## config.mk

```make
export PLATFORM = sky130hd
export DESIGN_NAME = uart_rom_loader
export DESIGN_NICKNAME = d
export VERILOG_FILES = /design/src/rtl/uart_rom_loader.sv
export SDC_FILE = /design/constraint.sdc
export NUM_CORES = 1
export LEC_CHECK = 0
export CAP_MARGIN = 40
export CORE_ASPECT_RATIO = 0.5
export CORE_MARGIN = 3
export CORE_UTILIZATION = 51
export CTS_CLUSTER_DIAMETER = 60
export CTS_CLUSTER_SIZE = 28
export DETAILED_ROUTE_END_ITERATION = 8
export PLACE_DENSITY = 0.81
export SYNTH_ARGS = -nofsm -noshare
export SYNTH_HDL_FRONTEND = slang
export SYNTH_SLANG_ARGS = --single-unit
```

## constraint.sdc

```tcl
create_clock -name clk -period 2.67 [get_ports clk]
set_input_delay 0.267 -clock clk [delete_from_list [all_inputs] [get_ports clk]]
set_output_delay 0.267 -clock clk [all_outputs]
set_load 0.02 [all_outputs]
```

## src/rtl/uart_rom_loader.sv

```systemverilog
// uart_rom_loader
//   Boot-time bus master that loads a program image received over UART into
//   the instruction ROM. It accepts a framed byte stream and assembles the data
//   bytes into 32-bit little-endian words. Each word is written through a
//   single-outstanding valid/ready request/response handshake. The CPU is held
//   in halt while a frame is in progress.
//
//   Frame: MAGIC, LEN[7:0], LEN[15:8], LEN*4 data bytes, CSUM (XOR of data).
//
// Ports
//   clk, rst          system clock, synchronous active-high reset
//   enable_i          loader may start a frame; dropping it aborts a frame
//   rx_data_i/valid_i received UART byte stream
//   rx_ready_o        byte accepted on rx_valid_i && rx_ready_o
//   mem_*             ROM write master (request and response channels)
//   halt_o, busy_o    high while a frame is in progress
//   done_o, err_o     sticky status of the last frame
//   words_o           words written in the current/last frame
module uart_rom_loader #(
  parameter logic [31:0] BASE_ADDR = 32'h0000_0000,
  parameter int unsigned MAX_WORDS = 4096,
  parameter logic [7:0]  MAGIC     = 8'hA5
) (
  input  logic        clk,
  input  logic        rst,
  input  logic        enable_i,
  input  logic [7:0]  rx_data_i,
  input  logic        rx_valid_i,
  output logic        rx_ready_o,
  output logic [31:0] mem_addr_o,
  output logic [31:0] mem_data_o,
  output logic [3:0]  mem_sel_o,
  output logic        mem_we_o,
  output logic        mem_req_valid_o,
  input  logic        mem_req_ready_i,
  input  logic        mem_rsp_valid_i,
  output logic        mem_rsp_ready_o,
  output logic        halt_o,
  output logic        busy_o,
  output logic        done_o,
  output logic        err_o,
  output logic [15:0] words_o
);

  typedef enum logic [2:0] {
    IDLE,
    LEN0,
    LEN1,
    DATA,
    WR_REQ,
    WR_RSP,
    CSUM
  } state_t;

  localparam logic [16:0] MAX_LEN = 17'(MAX_WORDS);

  state_t      state_q, state_n;
  logic [15:0] len_q, len_n;
  logic [31:0] word_q, word_n;
  logic [1:0]  bcnt_q, bcnt_n;
  logic [7:0]  csum_q, csum_n;
  logic [15:0] words_q, words_n;
  logic        done_q, done_n;
  logic        err_q, err_n;

  logic [15:0] len_full;
  logic [15:0] words_inc;

  assign len_full  = {rx_data_i, len_q[7:0]};
  assign words_inc = words_q + 16'd1;

  always_ff @(posedge clk) begin
    if (rst) begin
      state_q <= IDLE;
      len_q   <= '0;
      word_q  <= '0;
      bcnt_q  <= '0;
      csum_q  <= '0;
      words_q <= '0;
      done_q  <= 1'b0;
      err_q   <= 1'b0;
    end else begin
      state_q <= state_n;
      len_q   <= len_n;
      word_q  <= word_n;
      bcnt_q  <= bcnt_n;
      csum_q  <= csum_n;
      words_q <= words_n;
      done_q  <= done_n;
      err_q   <= err_n;
    end
  end

  // The byte handshake is decoded per state from rx_valid_i directly, so the
  // next-state logic never depends on the rx_ready_o it drives.
  always_comb begin
    state_n         = state_q;
    len_n           = len_q;
    word_n          = word_q;
    bcnt_n          = bcnt_q;
    csum_n          = csum_q;
    words_n         = words_q;
    done_n          = done_q;
    err_n           = err_q;

    rx_ready_o      = 1'b0;
    mem_addr_o      = '0;
    mem_data_o      = '0;
    mem_sel_o       = '0;
    mem_we_o        = 1'b0;
    mem_req_valid_o = 1'b0;
    mem_rsp_ready_o = 1'b0;

    unique case (state_q)
      IDLE: begin
        rx_ready_o = enable_i;
        if (enable_i && rx_valid_i && (rx_data_i == MAGIC)) begin
          state_n = LEN0;
          done_n  = 1'b0;
          err_n   = 1'b0;
          words_n = '0;
          csum_n  = '0;
        end
      end

      LEN0: begin
        rx_ready_o = 1'b1;
        if (!enable_i) begin
          state_n = IDLE;
          err_n   = 1'b1;
        end else if (rx_valid_i) begin
          len_n   = {8'h00, rx_data_i};
          state_n = LEN1;
        end
      end

      LEN1: begin
        rx_ready_o = 1'b1;
        if (!enable_i) begin
          state_n = IDLE;
          err_n   = 1'b1;
        end else if (rx_valid_i) begin
          len_n = len_full;
          if ((len_full == 16'd0) || ({1'b0, len_full} > MAX_LEN)) begin
            state_n = IDLE;
            err_n   = 1'b1;
          end else begin
            state_n = DATA;
            bcnt_n  = '0;
          end
        end
      end

      DATA: begin
        rx_ready_o = 1'b1;
        if (!enable_i) begin
          state_n = IDLE;
          err_n   = 1'b1;
        end else if (rx_valid_i) begin
          // Shift right so the first byte of the group lands in bits [7:0].
          word_n = {rx_data_i, word_q[31:8]};
          csum_n = csum_q ^ rx_data_i;
          bcnt_n = bcnt_q + 2'd1;
          if (bcnt_q == 2'd3) begin
            state_n = WR_REQ;
          end
        end
      end

      WR_REQ: begin
        mem_req_valid_o = 1'b1;
        mem_we_o        = 1'b1;
        mem_sel_o       = 4'hF;
        mem_addr_o      = BASE_ADDR + {14'd0, words_q, 2'b00};
        mem_data_o      = word_q;
        if (mem_req_ready_i) begin
          state_n = WR_RSP;
        end
      end

      WR_RSP: begin
        mem_rsp_ready_o = 1'b1;
        if (mem_rsp_valid_i) begin
          words_n = words_inc;
          state_n = (words_inc == len_q) ? CSUM : DATA;
        end
      end

      CSUM: begin
        rx_ready_o = 1'b1;
        if (!enable_i) begin
          state_n = IDLE;
          err_n   = 1'b1;
        end else if (rx_valid_i) begin
          state_n = IDLE;
          if (rx_data_i == csum_q) begin
            done_n = 1'b1;
          end else begin
            err_n  = 1'b1;
          end
        end
      end

      default: begin
        state_n = IDLE;
      end
    endcase
  end

  // Derived from the state register so both drop in the cycle IDLE is entered.
  assign halt_o  = (state_q != IDLE);
  assign busy_o  = (state_q != IDLE);
  assign done_o  = done_q;
  assign err_o   = err_q;
  assign words_o = words_q;

endmodule

```

== After elaboration in Yosys (flattened, before gate mapping) ==
Index checks and enable logic that the tools add are counted.

* Bits in registers: 79
* Input port bits: 14
* Output and inout bits: 92
* Logic and storage cells: 120

* Add/sub/neg operators: 2
* Order comparisons: 1
* Equal/unequal tests: 31
* Muxes and demuxes: 52
* Bitwise logic cells: 2
* Reductions and logical operators: 23

{| class="wikitable"
|+ Operators by type and width
! kind !! number
|-
| two-way mux 16 bit || 6
|-
| case mux 16 bit (2 select lines) || 2
|-
| two-way mux 3 bit || 13
|-
| two-way mux 32 bit || 1
|-
| inequality test 2 bit (second input constant) || 14
|-
| two-way mux 8 bit || 3
|-
| inequality test 3 bit (second input constant) || 7
|-
| case mux 3 bit (7 select lines) || 1
|-
| two-way mux 18 bit || 1
|-
| adder 16 x 1 -> 16 bit (second input constant) || 1
|-
| equality test 16 bit || 1
|-
| > comparator 16 x 13 -> 1 bit (second input constant) || 1
|-
| zero test 16 bit || 1
|-
| case mux 8 bit (2 select lines) || 1
|-
| two-way mux 1 bit || 13
|-
| two-way mux 2 bit || 6
|-
| AND reduction 5 bit || 2
|-
| nonzero test 2 bit || 5
|-
| equality test 3 bit (second input constant) || 3
|-
| equality test 8 bit || 1
|-
| equality test 8 bit (second input constant) || 1
|-
| AND reduction 4 bit || 2
|-
| AND reduction 8 bit || 1
|-
| bitwise XOR 8 bit || 1
|-
| 19 further kinds || 23
|}

== Logic depth before layout (Yosys ltp) ==
Gate-level depths: netlist of run 1.

* Depth after elaboration: 6
* Mapped depth: 8
* Mapped depth without buffers: 7

== Least setup slack after synthesis of run 1 ==
OpenSTA, ideal clock, no wires.

* Kind: register to register
* From: register words_q[0], in the netlist words_o[0]
* To: register state_q[0]
* Library setup time: 152 ps
* Arrival time: 2130 ps
* Data required time: 2518 ps
* Path slack: 388 ps
* Cell stages (with the launch flop): 8
* Path buffers: 1
* Clock period less this slack: 2282 ps
* Path through: dfxtp_1 > ha_1 > buf_2 > nand3_2 > nor4_2 > nor3b_1 > a2111oi_0 > a311oi_1

* Longest elaborated chain between the ends: 5

{| class="wikitable"
|+ Ends and longest elaborated chain
! element !! line !! source
|-
| from (decl) || 62 || <nowiki>logic [15:0] words_q, words_n;</nowiki>
|-
| from (signal assigned) || 88 || <nowiki>words_q <= words_n;</nowiki>
|-
| adder 16 x 1 -> 16 bit || 70 || <nowiki>assign words_inc = words_q + 16'd1;</nowiki>
|-
| equality test 16 bit || 185 || <nowiki>state_n = (words_inc == len_q) ? CSUM : DATA;</nowiki>
|-
| two-way mux 3 bit || 185 ||
|-
| two-way mux 3 bit || 183 || <nowiki>if (mem_rsp_valid_i) begin</nowiki>
|-
| case mux 3 bit (7 select lines) || 114 || <nowiki>unique case (state_q)</nowiki>
|-
| to (signal assigned) || 83 || <nowiki>state_q <= state_n;</nowiki>
|-
| to (decl) || 57 || <nowiki>state_t state_q, state_n;</nowiki>
|}

No other way between the ends. The select of a mux whose other input is x is not followed.
A chain may end at the register's enable or synchronous reset.

== Final worst setup path of run 1 ==
* From: register state_q[1]
* To: output mem_addr_o[5]

* Longest elaborated chain between the ends: 2

{| class="wikitable"
|+ Ends and longest elaborated chain
! element !! line !! source
|-
| equality test 3 bit || 114 ||
|-
| two-way mux 18 bit || 114 ||
|-
| to (decl) || 30 || <nowiki>output logic [31:0] mem_addr_o,</nowiki>
|}

No other way between the ends.

==> results of run 1 <==
-- worst paths after layout --
check	cells past startpoint	endpoint	from	slack (ns)
setup reg to reg	6	state_q[0]	words_o[4]	0.33
hold reg to reg	2	word_q[0]	word_q[0]	0.45
setup / recovery	5	mem_addr_o[5]	state_q[1]	0.19
hold / removal	2	len_q[4]	rst	0.34
-- flip-flops by register name, indices dropped and copies added (netlist names) --
signal	count
words_o	16
bcnt_q	2
err_o	1
len_q	16
done_o	1
state_q	3
word_q	32
csum_q	8
-- metal layers --
layer | routed length [um] | share of wire (%) | up-vias
li1 | - | - | 2246
met1 | 5960 | 46 | 2148
met2 | 5920 | 46 | 168
met3 | 933 | 7.2 | 13
met4 | 140 | 1.1 | 0
met5 | 0 | 0 | -
-- cell type report --
type                       count  area share, %
inverter                       7          0.446
clock inverter                 6           1.15
timing repair buffer         118           19.2
clock buffer                  10           3.89
multi-input combinational    481           46.1
sequential                    79           26.9
tap                          112           2.38
-- through the flow --
stage	cell area (um2)	hold slack, ns	power (W)	utilization (%)
6_report	5890	0.336	0.00263	70.3
5_1_grt	5890	0.351	0.00272	70.3
4_1_cts	5890	0.329	0.00265	70.3
3_5_place_dp	5590	0.444	0.00142	66.8
3_3_place_gp	5590	0.440	0.00142	66.8
2_1_floorplan	4650	0.403	0.00136	-
-- Yosys cell counts (3+ instances only) --
cell      count
nand2_1      84
dfxtp_1      79
a21oi_1      70
and2_1       54
nor2_1       53
clkbuf_1     34
o21ai_0      27
nand3_1      25
buf_4        22
nor2b_1      18
a31oi_1      15
xor2_1       12
nor3_1       11
xnor2_1      10
inv_1         7
nand4_1       7
buf_2         6
nand2b_1      6
nand3b_1      5
a22oi_1       4
o22ai_1       4
or3_1         4
and3_1        3
mux2_2        3
mux2i_1       3
nor4_1        3
-- worst register-to-register path: stages (launching register included) --
cell	delay, ns
dfxtp_1	0.55
nand3_1	0.30
nor2_2	0.38
nand3_1	0.21
mux2_2	0.35
nor4_1	0.28
a311oi_1	0.14
-- power by group through the flow --
| stage | combinational (W) | clock (W) | sequential [W] |
|---|---|---|---|
| after floorplan | 0.000143 | 0 | 0.00122 |
| after global placement | 0.000201 | 0 | 0.00122 |
| after detailed placement | 0.000202 | 0 | 0.00122 |
| after CTS | 0.000203 | 0.00125 | 0.00120 |
| after global routing | 0.000222 | 0.00130 | 0.00120 |
| final | 0.000205 | 0.00123 | 0.00120 |
-- cells by family (layout without fill, tap and decap cells) --
logic type	after synthesis	in the layout	synth area share [%]
mux	6	6	1.39
xor+xnor	22	22	4.19
compound gates	141	141	17.8
buf+inv	71	141	7.95
other cells	1	16	0.0816
flops	79	79	34.4
fa+ha+maj	2	2	0.545
simple gates	294	294	33.6
==> out/qor.yml, run 1 <==
run_status: "finished clean"
synth_edf_count: 0
port_buffers: 89
tritoncts: "built"
dp_slack_ns: 0.0451
leakage_nw: 2.16
rows: 23
ant_nets: 0
top_usage_layer: "met2"
hpwl_um: 9170
powerDensity_nw_per_um2: 447
grt_start_max_net_pins: 42
diodes: 0
vias: 4575
hold_buffers: 0
path_class: "reg2out"
crit_buf_inv: 2
ys_seq_area_share_pct: 34.4
regArea_um2: 1580
fillers: 698
instances_no_fill: 813
dr.pass1.iters: 5
syn_area_um2: 4590
cp-end-kind: "output pin"
clock_latency_ns: 0.34
drv_cap: 0
final_cell_mix: "clkdlybuf4s50_1 (88), nand2_1 (84), dfxtp_1 (79)"
ys_warn_count: 0
clock-root-buffer: "clkbuf_16"
hp-class: "in2reg"
grt_pass1_wl_um: 21100
synth_area_leaders: "dfxtp_1 (34%), a21oi_1 (7.6%), and2_1 (7.4%), nand2_1 (6.9%), nor2_1 (4.3%)"
multiInputGateArea_um2: 2720
comb_power_share_pct: 7.8
fin_skew_ns: 0.0103
viasPerCell: 5.63
cts_sinks: 79
yosysTopAreaCell: "dfxtp_1"
routed_wl_um: 13000
coreArea_um2: 8370
grt_pass1_vias: 4141
final_hold_viol_count: 0
syn_avg_cell_area_um2: 7.46
die-height_um: 73.1
clkTransAtPathRegs_ns: 0.06
gr-usage-met3_pct: 6.15
grtUsageMet1_pct: 35.4
grt_overflow: 0
ys_async_sr_fraction_pct: 0
crit_arrival_ns: 2.22
finalCritPeriodShare_pct: 93.0
fin_ws_ns: 0.187
power_switching_w: 0.000638
dieWidth_um: 140
start_kind: "register"
setup_viol_count_final: 0
rsz0062_at_grt: "no"
grt_use_met2_pct: 40.2
cts_setup_buffers: 0
cp_cell_sequence: "nand2b_1 > nor2_2 > buf_4 > and2_1 > clkdlybuf4s50_1"
postSynthCellCount: 616
place_congestion: 0.959
nets: 712
yosys.cell_types.count: 63
final_common_cell: "clkdlybuf4s50_1"
start_util_pct: 54.9
final.setup.tns_ns: 0
area_delta_synth_final_pct: 28.2
synth_ff_type: "dfxtp_1"
intPower_w: 0.00200
worstPathRequired_ns: 2.40
antenna_found_initial: 0
drt_iter0_drc: 336
clk_path_buf_depth: 2
switching_share_pct: 24.2
fp.dieArea_um2: 10300
drc: 0
ys_ff_latch: 79
worst_pin_slew_ns: 0.885
slew_viol_final: 0
irDropWorstVdd_mv: 0.309
detail_route.wl_per_cell_um: 15.9
clkPwrFrac_pct: 46.8
h-tree-depth: 3
cp_max_fo: 17
slowest_delay_ns: 0.64
io_pins: 106
period_needed_ns: 2.48
post_cts_resize_count: 0
slew-limit-headroom_pct: 40.8
cts_inserted_buffers: 9
slowest_stage: "clkdlybuf4s50_1"
cp_top_family: "buffers and inverters"
pwr-share-seq_pct: 45.5
drive_above_1_share_pct: 9.56
yosysTopAreaCellShare_pct: 34.4
max_freq_mhz: 403
grt.total_usage_pct: 25.5
dp_cells: 797
Note: power is estimated with default switching activity, not from simulation.
==> run 2, diff against run 1 <==
--- a/config.mk
+++ b/config.mk
@@ -5,7 +5,6 @@
 export SDC_FILE = /design/constraint.sdc
 export NUM_CORES = 1
 export LEC_CHECK = 0
-export CAP_MARGIN = 40
 export CORE_ASPECT_RATIO = 0.5
 export CORE_MARGIN = 3
 export CORE_UTILIZATION = 51
==> constraint.sdc (replaced) <==
create_clock -name clk -period 2.67 [get_ports clk]
set_input_delay 0.4005 -clock clk [delete_from_list [all_inputs] [get_ports clk]]
set_output_delay 0.4005 -clock clk [all_outputs]
set_load 0.02 [all_outputs]
==> run 2 against run 1 <==
Net effect:
- critical path depth did not move
- die area did not move
- register-to-register slack improved by 0.04 ns
- cell area rose by 0.28%
- utilization rose by 0.19 points
==> out/qor.yml, run 2 (same netlist as run 1, synthesis figures left out) <==
cts_inserted_buffers: 9  # unchanged
final_common_cell: "clkdlybuf4s50_1"
period_needed_ns: 2.56  # +0.0729 ns
hp-class: "in2reg"
vias: 4546  # -0.63%
final_cell_mix: "clkdlybuf4s50_1 (88), nand2_1 (84), dfxtp_1 (79)"
start_util_pct: 54.9  # unchanged
setup_viol_count_final: 0  # unchanged
cp_cell_sequence: "nand2b_1 > nor2_4 > buf_12 > and2_1 > clkdlybuf4s50_1"
viasPerCell: 5.58  # -0.88%
grt_pass1_wl_um: 20600  # -2.3%
rsz0062_at_grt: "no"
max_freq_mhz: 391  # -2.9%
largest_register_ffs: 32  # unchanged
antenna_found_initial: 0  # unchanged
clk_path_buf_depth: 2  # unchanged
grt_start_max_net_pins: 53  # +26%
drt_iter0_drc: 270  # -20%
dieWidth_um: 140  # unchanged
leakage_nw: 2.18  # +0.90%
dr.pass1.iters: 5  # unchanged
rows: 23  # unchanged
fp.dieArea_um2: 10300  # unchanged
post_dp_cell_area_um2: 5590  # about the same
port_buffers: 89  # unchanged
instances_no_fill: 815  # +0.25%
area_delta_synth_final_pct: 28.5
start_kind: "register"
final.setup.tns_ns: 0  # unchanged
grt_overflow: 0  # unchanged
slew-limit-headroom_pct: 43.5  # +2.7 points
post_cts_resize_count: 0  # unchanged
path_class: "reg2out"
crit_buf_inv: 2  # unchanged
run_status: "finished clean"
cp-end-kind: "output pin"
grt.total_usage_pct: 25.1  # -0.43 points
clock-root-buffer: "clkbuf_16"
cts_setup_buffers: 0  # unchanged
place_congestion: 0.934  # -2.7%
ant_nets: 0  # unchanged
nets: 714  # +0.28%
hold_buffers: 0  # unchanged
fin_skew_ns: 0.00530  # -0.00503 ns
h-tree-depth: 3  # unchanged
top_register: "word_q"
clkTransAtPathRegs_ns: 0.06  # about the same
stdcell_area_um2: 5900  # +0.28%
final_hold_viol_count: 0  # unchanged
drv_cap: 0  # unchanged
clock_latency_ns: 0.34  # about the same
grt_pass1_vias: 4051  # -2.2%
die-height_um: 73.1  # unchanged
drive_above_1_share_pct: 9.96  # +0.40 points
worst_pin_slew_ns: 0.845  # -0.0399 ns
worstPathRequired_ns: 2.27  # -0.13 ns
diodes: 0  # unchanged
routed_wl_um: 12900  # -0.32%
cp_top_family: "buffers and inverters"
io_pins: 106  # unchanged
cp_max_fo: 52  # +35
drc: 0  # unchanged
finalCritPeriodShare_pct: 95.7  # +2.7 points
crit_arrival_ns: 2.16  # -0.06 ns
slowest_stage: "clkdlybuf4s50_1"
slowest_delay_ns: 0.63  # about the same
slew_viol_final: 0  # unchanged
dp_cells: 799  # +0.25%
coreArea_um2: 8370  # unchanged
hpwl_um: 9130  # -0.48%
cts_sinks: 79  # unchanged
powerDensity_nw_per_um2: 452  # +1.0%
tritoncts: "built"
detail_route.wl_per_cell_um: 15.8  # -0.57%
irDropWorstVdd_mv: 0.324  # +4.8%
run 2: cell types whose count changed in the layout (fill, tap and decap cells not counted), sizes merged:
cell / change
buf: +2
clkinv: +2
clkinvlp: -2
run 2: worst paths after layout:
kind                            cells after the start              to       start  slack (ns)
worst min-delay path                                2       bcnt_q[1]         rst        0.37
worst min register to register                      2       word_q[1]   word_q[1]        0.45
worst max-delay path                                5  mem_data_o[28]  state_q[1]        0.11
worst max register to register                      6      state_q[0]  words_o[4]        0.37
run 2: report_power, final:
| group | switching, W | total [W] | internal (W) |
|---|---|---|---|
| Clock | 0.000504 | 0.00126 | 0.000755 |
| Combinational | 0.000131 | 0.000218 | 0.0000872 |
| Sequential | 0.00000757 | 0.00119 | 0.00118 |
run 2: stage by stage:
stage	setup slack [ns]	hold slack [ns]	utilization, %	power, W
finish	0.114	0.368	70.5	0.00267
global route	0.0473	0.380	70.5	0.00275
CTS	0.0641	0.360	70.4	0.00268
detailed placement	0.0285	0.443	66.8	0.00143
global placement	0.0417	0.440	66.8	0.00143
floorplan	0.388	0.432	-	0.00136
run 2: area by class of cell:
cell class | count | area (um2)
Timing Repair Buffer | 120 | 1130
Sequential cell | 79 | 1580
Inverter | 7 | 26.3
Fill cell | 694 | 2470
Clock inverter | 6 | 66.3
Clock buffer | 10 | 239
Multi-Input combinational cell | 481 | 2720
Tap cell | 112 | 140
run 2: per-layer routing:
metal	track usage [%]	share of wire, %	vias up
li1	-	-	2253
met1	34.1	48	2144
met2	39.8	44	129
met3	6.48	5.8	20
met4	7.20	1.4	0
met5	0	0	-
run 2: worst register-to-register path: cells and delay by family, from the launching register on:
family / cells / cell delay [ns]
DFF: 1 / 0.55
AOI/OAI and AO/OA: 1 / 0.16
and+or+nand+nor: 3 / 1.14
muxes: 2 / 0.32
==> edit, RTL diff (flow settings as in run 2) <==
Make the reset (`rst`) asynchronous in one clocked block. Comments in the files are not updated.
--- a/src/rtl/uart_rom_loader.sv
+++ b/src/rtl/uart_rom_loader.sv
@@ -70,5 +70,5 @@
   assign words_inc = words_q + 16'd1;
 
-  always_ff @(posedge clk) begin
+  always_ff @(posedge clk or posedge rst) begin
     if (rst) begin
       state_q <= IDLE;
Function: differs if rst is asserted again (counterexample within 4 cycles, from zero or initial values and one cycle with rst high); with rst held inactive, the same outputs for 10 cycles.
==> edit against run 2 <==
Sequential cell count did not move; first-iteration DRC count up 74%; worst hold slack better by 0.10 ns; clock skew grew 0.0017 ns; wire length down 2.8%; highest routed layer unchanged; count of clock-buffer cells in the layout rose by 1; cell area up 0.91%; cell count decreased by 6.9%; synthesized area increased by 1.4%; critical endpoint is now mem_data_o[11]; setup slack improved by 0.014 ns; maximum frequency rose by 0.56%.
Power is not compared: it rests on default switching activity, and its combinational part moved more than twofold at a synthesized area within 25%.
==> edit: results (changes against run 2) <==
[placed_design]
dp_slack_ns=0.130  ; +0.101 ns
hpwl_mm=8.83  ; -3.3%
dp_cells=743  ; -7.0%
dpl_cell_area_sq_mm=0.00563  ; +0.69%
place_congestion=0.914  ; -2.1%

[final_layout]
fillCellCount=681  ; -1.9%
final_util_pct=70.7  ; +0.16 points
top_register=word_q
n_antenna_cell=0  ; unchanged
regArea_sq_mm=0.00198  ; +25%
nNetsFinal=658  ; -7.8%
multi_input_area_sq_mm=0.00233  ; -14%
inverters=8  ; +1
signal_buffers=123  ; +2.5%
drive_gt1_share_pct=10.0  ; +0.089 points
final_cells=759  ; -6.9%
final-clk-cell-share_pct=5.29  ; +0.12 points
multi_input_gates=421  ; -12%
clkbuf_count=11  ; +1
buf_share_pct=19.5  ; +0.35 points

[synth]
synth_flop_cell=dfrtp_1
ys_seq_area_share_pct=42.4  ; +8.0 points
synth_cell_types=59  ; -6.3%
synth_area_leaders=dfrtp_1 42%, nand2_1 10%, and3_1 6.8%
synthArstFlopShare_pct=100  ; +100 points
syn_inst=558  ; -9.4%
ys_top_cells_by_count=129 x nand2_1, 79 x dfrtp_1, 51 x and3_1

[global_route]
grt_max_degree=60  ; +13%
grt_use_met3_pct=6.05  ; -0.43 points
grtUsageMet1_pct=33.3  ; -0.80 points
grt_pass1_vias=4194  ; +3.5%
grtUsageTotal_pct=24.7  ; -0.37 points
gr-usage-met2_pct=39.9  ; +0.13 points
grt_pass1_wl_mm=20.6  ; about the same

[detailed_routing]
vias=4437  ; -2.4%
drt_iter0_markers=470  ; +74%
wl_met2_mm=5.84  ; +1.8%
routed_wl_mm=12.6  ; -2.8%
met3_length_mm=1.06  ; +42%
drt_first_pass_iters=6  ; +1
wl_met1_mm=5.40  ; -14%

[worst_setup_path]
critPathMaxFanout=33  ; -37%
critPathMaxStageDelay_ns=0.61  ; -0.02 ns
worstReg2RegStart=words_o[0]$_DFFE_PP0P_
cp-endpoint=mem_data_o[11]
r2r_cells=8  ; +2
critPathArrivalTime_ns=2.14  ; -0.02 ns

[clock_tree]
postCtsSetupRepairBufs=0  ; unchanged

[timing]
slew_headroom_pct=30.2  ; -13 points
layout_min_cycle_time_ns=2.54  ; -0.0141 ns
holdWs_ns=0.469  ; +0.101 ns
skew_ns=0.00698  ; +0.00168 ns

[worst_hold_path]
hp-class=register to register
hold_path_end=word_q[2]$_DFFE_PP0P_

[die]
coreArea_sq_mm=0.00843  ; +0.69%

[run_status]
status=finished, final reports clean

-- edit: cell count changes in the layout (fill, tap and decap cells not counted), moves of 8 or more --
| cell | delta |
|---|---|
| dfrtp_1 | +79 |
| dfxtp_1 | -79 |
| a31oi_1 | -13 |
| nand2_1 | +45 |
| nor2b_1 | -17 |
| xnor2_1 | +12 |
| o31ai_1 | +8 |
| and3_1 | +47 |
| o21ai_0 | +13 |
| and2_1 | -51 |
| o21ai_1 | +12 |
| nor2_1 | -21 |
| a21oi_1 | -59 |
| nand3_1 | -13 |
-- edit: critical path: cells and delay by family (launching register included) --
family | cells | cell delay [ns]
buf+inv | 2 | 0.85
flops | 1 | 0.52
simple gates | 2 | 0.42
-- edit: logic make-up after synthesis --
logic type / share of synthesized area, %
AO/OA/AOI/OAI: 14.0
XOR/XNOR: 5.45
adder cells (fa/ha/maj): 0.537
buffers and inverters: 8.92
flip-flops: 42.4
other: 0.0805
AND/OR/NAND/NOR: 28.6
